[src/rtl/ace_pkg.sv]
// Shared state encoding for the single-line ACE coherency controller.
// Encoding 2'd3 is never entered deliberately; the controller recovers it to INVALID.
package ace_pkg;

    typedef enum logic [1:0] {
        INVALID      = 2'd0,
        UNIQUE_DIRTY = 2'd1,
        UNIQUE_CLEAN = 2'd2,
        ILLEGAL      = 2'd3
    } ace_state_e;

endpackage : ace_pkg

[src/rtl/ace_3state_fsm.sv]
// Tracks one cache line through INVALID / UNIQUE_DIRTY / UNIQUE_CLEAN and issues
// one-cycle memory/cache action strobes combinationally from state and handshakes.
module ace_3state_fsm
    import ace_pkg::*;
(
    input  logic clk,
    input  logic rst_n,
    input  logic acvalid,
    input  logic awvalid,
    input  logic arvalid,
    input  logic crready,
    input  logic acsnoop,
    output logic invalid,
    output logic unique_dirty,
    output logic unique_clean,
    output logic write_main_mem,
    output logic write_cache,
    output logic read_main_mem,
    output logic read_cache
);

    ace_state_e r_state;
    ace_state_e w_state_next;
    logic       w_write_main_mem;
    logic       w_write_cache;
    logic       w_read_main_mem;
    logic       w_read_cache;

    // rst_n is active-high despite its name.
    always_ff @(posedge clk) begin
        if (rst_n) begin
            r_state <= INVALID;
        end else begin
            r_state <= w_state_next;
        end
    end

    // Rows within each state are tested in priority order; first match wins.
    always_comb begin
        w_state_next     = r_state;
        w_write_main_mem = 1'b0;
        w_write_cache    = 1'b0;
        w_read_main_mem  = 1'b0;
        w_read_cache     = 1'b0;

        case (r_state)
            INVALID: begin
                if (acvalid) begin
                    w_write_cache = 1'b1;
                    w_state_next  = UNIQUE_DIRTY;
                end else if (arvalid) begin
                    w_read_main_mem = 1'b1;
                    w_state_next    = UNIQUE_CLEAN;
                end
            end
            UNIQUE_DIRTY: begin
                if (acsnoop) begin
                    w_write_main_mem = 1'b1;
                    w_state_next     = UNIQUE_CLEAN;
                end else if (arvalid && crready) begin
                    w_read_cache = 1'b1;
                end else if (awvalid) begin
                    w_write_cache = 1'b1;
                end
            end
            UNIQUE_CLEAN: begin
                if (awvalid && acvalid) begin
                    w_write_cache = 1'b1;
                    w_state_next  = UNIQUE_DIRTY;
                end else if (arvalid && crready) begin
                    w_read_cache = 1'b1;
                end else if (acsnoop && acvalid && !awvalid) begin
                    w_state_next = INVALID;
                end
            end
            default: begin
                w_state_next = INVALID;
            end
        endcase

        // Reset wins over any transition and suppresses this cycle's strobe.
        if (rst_n) begin
            w_state_next     = INVALID;
            w_write_main_mem = 1'b0;
            w_write_cache    = 1'b0;
            w_read_main_mem  = 1'b0;
            w_read_cache     = 1'b0;
        end
    end

    assign write_main_mem = w_write_main_mem;
    assign write_cache    = w_write_cache;
    assign read_main_mem  = w_read_main_mem;
    assign read_cache     = w_read_cache;

    // The illegal encoding reports as INVALID so status stays one-hot.
    assign unique_dirty = (r_state == UNIQUE_DIRTY);
    assign unique_clean = (r_state == UNIQUE_CLEAN);
    assign invalid      = !(unique_dirty || unique_clean);

endmodule : ace_3state_fsm

[config.mk]
export PLATFORM = sky130hd
export DESIGN_NAME = ace_3state_fsm
export DESIGN_NICKNAME = d
export VERILOG_FILES = /design/src/rtl/ace_pkg.sv /design/src/rtl/ace_3state_fsm.sv
export SDC_FILE = /design/constraint.sdc
export NUM_CORES = 1
export LEC_CHECK = 0
export BUFFER_PORTS_ARGS = -buffer_cell sky130_fd_sc_hd__buf_2
export CAP_MARGIN = 30
export CORE_AREA = 2 2 39 41
export CTS_CLUSTER_DIAMETER = 80
export DETAILED_ROUTE_END_ITERATION = 16
export DIE_AREA = 0 0 41 43
export SLEW_MARGIN = 20
export SYNTH_ARGS = -nofsm -noshare
export SYNTH_HDL_FRONTEND = slang
export SYNTH_SLANG_ARGS = --single-unit
export TNS_END_PERCENT = 10
[constraint.sdc]
create_clock -name clk -period 2.09 [get_ports clk]
set_clock_uncertainty 0.05 [all_clocks]
set_input_delay 0.1045 -clock clk [delete_from_list [all_inputs] [get_ports clk]]
set_output_delay 0.1045 -clock clk [all_outputs]
set_load 0.01 [all_outputs]
==> flow_summary.rst <==
.. list-table::
   :header-rows: 1

   * - Metric
     - Value
   * - Buffer cell driving the clock tree root
     - sky130_fd_sc_hd__clkbuf_4
   * - Via count of the first global-routing pass
     - 283
   * - Slack of the critical path
     - 0.332 ns
   * - Number of buffers created by CTS
     - 3
   * - Total number of yosys warnings
     - 0
   * - Crit path arrival time
     - 1.82 ns
   * - Syn Area/Cell
     - 6.93 um2
   * - Row Count
     - 14
   * - Yosys reg bits
     - 2
   * - Worst flop-to-flop path startpoint
     - r_state[1]
   * - Length of the first detailed-routing pass in iterations
     - 3
   * - Die area
     - 1760 um2
   * - Distinct cell type count after synthesis
     - 18
   * - Flop2flop setup slack
     - 0.33 ns
   * - Adder and majority cell fraction of the synthesized area
     - 19.5%
   * - Portion of netlist area occupied by mux cells
     - 3.90%
   * - Sort of element at the end of the critical path
     - register
   * - Crit path required time
     - 2.15 ns
   * - Largest registers
     - r_state x2
   * - Slew headroom
     - 79.6%
   * - Final global-route overflow total
     - 0
   * - Total leakage power
     - 0.200 nW
   * - Placed Cells incl. Taps
     - 66
   * - Final Instance Area
     - 364 um2
   * - CTS Hold Buffers Added
     - 0
   * - Latest clock arrival within the worst-skew pair
     - 0.22 ns
   * - Commonest non-fill, non-tap cell in the layout
     - sky130_fd_sc_hd__buf_2
   * - Worst vdd rail ir drop
     - 293 uV
   * - Final count of hold timing violations
     - 0
   * - Tot Pwr
     - 425 uW
   * - Setup Total Neg Slack
     - 0 ns
   * - Post-placement cell area
     - 342 um2
   * - Buffers inserted by post-CTS timing repair
     - 0
   * - Share of synthesized registers carrying an async set or reset
     - 0%
   * - P per Cell Area
     - 1170 nW/um2
   * - Starting density of the core
     - 18.5%
   * - Main combinational cell family by area after synthesis
     - simple AND/OR/NAND/NOR gates
   * - Maximum clock frequency
     - 569 MHz
   * - Horizontal die dimension
     - 41 um
   * - WS Path Type
     - register to register
   * - Fin Hold WS
     - 0.158 ns
   * - Mean routed wirelength per cell
     - 9.22 um
   * - Most instantiated flip-flop cell in the synthesis netlist
     - sky130_fd_sc_hd__dfxtp_1
   * - Routability congestion estimate from global placement
     - 0.699
   * - Final period utilization
     - 84.1%
   * - Global-route wire length before repair
     - 979 um
   * - 1st-iter DRT viols
     - 3
   * - Layout overhead on the synthesized area
     - 42.0%
   * - Resized cells post-CTS
     - 0
   * - Critical Path Source Type
     - register
   * - Number of non-filler instances in the completed layout
     - 69
   * - Utilization of the core after routing
     - 26.3%
   * - Maximum number of pins on one net before global-route repair
     - 6
   * - RSZ-0062 raised after global routing
     - no
   * - Max Cap Violations
     - 0
   * - DRC Markers
     - 0
   * - Number of levels in the clock H-tree
     - 1
   * - Height of the die
     - 43 um
   * - Final wirelength
     - 636 um
   * - Status
     - finished clean
   * - Worst slack at placement
     - 0.337 ns
   * - Compound-gate portion of the synthesized area
     - 20.0%
   * - Worst Max-Slew Pin Slew
     - 0.303 ns
   * - Cells after Synth
     - 37
   * - Per-cell via count in the routed design
     - 4.36
   * - Post-Synthesis Cell Area
     - 256 um2
   * - Area of the core
     - 1380 um2
   * - Reg with most FFs
     - r_state
   * - Number of antenna violations at the first check in global routing
     - 0
   * - Overall fraction of global-route tracks in use
     - 8.22%
   * - Clock transition time at the flip-flop clock pins of the worst setup and hold paths
     - 0.03 ns
   * - RR Endpoint
     - r_state[1]
   * - I/O pin count
     - 14
   * - CTS tree
     - yes
   * - Sequential fraction of the synthesis area
     - 15.6%
   * - Buffer levels on the longest clock path
     - 2
   * - Area fraction in and, or, nand and nor cells after synthesis
     - 33.7%
   * - Min cycle time layout
     - 1.76 ns
   * - Number of setup violations in the final report
     - 0
   * - Class of the worst hold path
     - input port to register
   * - Max-slew violation total from the final report
     - 0
   * - Detail Placement HPWL
     - 532 um
   * - Worst Path Max Fanout
     - 5
   * - HP Start
     - rst_n
   * - Total nets after synthesis
     - 48
   * - Most frequent cells in the layout
     - sky130_fd_sc_hd__buf_2 (13), sky130_fd_sc_hd__inv_1 (5)
   * - Net count reported at finish
     - 66
   * - Number of port buffers
     - 13
   * - Hold path endpoint
     - r_state[0]
   * - Count of cells along the worst hold path
     - 4
   * - Antenna Violating Nets Remaining
     - 0
   * - Number of flops mapped to enable cells by yosys
     - 0
   * - Layout cells sized above 1
     - 32.1%
   * - Number of cells on the worst reg-to-reg path
     - 6
   * - Parity-gate share of the synthesized area counting xor and xnor cells
     - 0%
   * - Number of flip-flops under the largest register name
     - 2
   * - Total via count after detailed routing
     - 301
   * - Count of clock tree sinks
     - 2
   * - Antenna cells
     - 0
## cell usage after synthesis, types with 2 or more instances
cell type | count | share of area (%)
sky130_fd_sc_hd__dfxtp_1 | 2 | 16
sky130_fd_sc_hd__a21oi_1 | 4 | 7.8
sky130_fd_sc_hd__nand2_1 | 4 | 5.9
sky130_fd_sc_hd__ha_1 | 4 | 20
sky130_fd_sc_hd__nand2b_1 | 2 | 4.9
sky130_fd_sc_hd__nor3_1 | 2 | 3.9
sky130_fd_sc_hd__inv_1 | 5 | 7.3
sky130_fd_sc_hd__nor2_1 | 4 | 5.9
## cell families (layout without fill, tap and decap cells)
family,count (synthesis),count (layout)
AND/OR/NAND/NOR,17,17
AO/OA/AOI/OAI,8,8
adder cells (fa/ha/maj),4,4
flip-flops,2,2
multiplexers,1,1
buffers and inverters,5,21
## area by class of cell
type | count | area [um2]
timing repair buffer | 13 | 65.1
sequential | 2 | 40.0
inverter | 5 | 18.8
tap | 16 | 20.0
multi-input combinational | 30 | 198
fill | 157 | 1020
clock buffer | 3 | 22.5
## power by group
part,total [mW],internal (mW),switching [mW],leakage (nW)
logic,0.264,0.117,0.147,0.169
clock network,0.0852,0.0633,0.0219,0.0138
registers,0.0763,0.0556,0.0207,0.0165
## worst max-delay path by stage
stage / from / endpoint / slack [ns] / depth (start not counted)
6_report: r_state[1] / r_state[1] / 0.33 / 6
2_1_floorplan: r_state[1] / r_state[1] / 0.38 / 6
4_1_cts: r_state[1] / r_state[1] / 0.33 / 6
5_1_grt: r_state[0] / write_cache / 0.17 / 7
3_3_place_gp: r_state[1] / r_state[1] / 0.35 / 6
3_5_place_dp: r_state[1] / r_state[1] / 0.34 / 6
## layer usage
| layer | up-vias | share of wire [%] | GRT usage (%) |
|---|---|---|---|
| met5 | - | 0 | 0 |
| li1 | 162 | - | - |
| met1 | 132 | 38 | 7.99 |
| met4 | 0 | 0 | 6.00 |
| met3 | 0 | 6.0 | 1.57 |
| met2 | 7 | 56 | 14.1 |
## critical path: stages, from the launching register on
cell	delay (ns)
sky130_fd_sc_hd__dfxtp_1	0.38
sky130_fd_sc_hd__inv_1	0.08
sky130_fd_sc_hd__ha_1	0.20
sky130_fd_sc_hd__nor2b_1	0.15
sky130_fd_sc_hd__a21o_1	0.16
sky130_fd_sc_hd__or3_1	0.36
sky130_fd_sc_hd__a32o_1	0.26
Power figures use the tool's default switching activity.
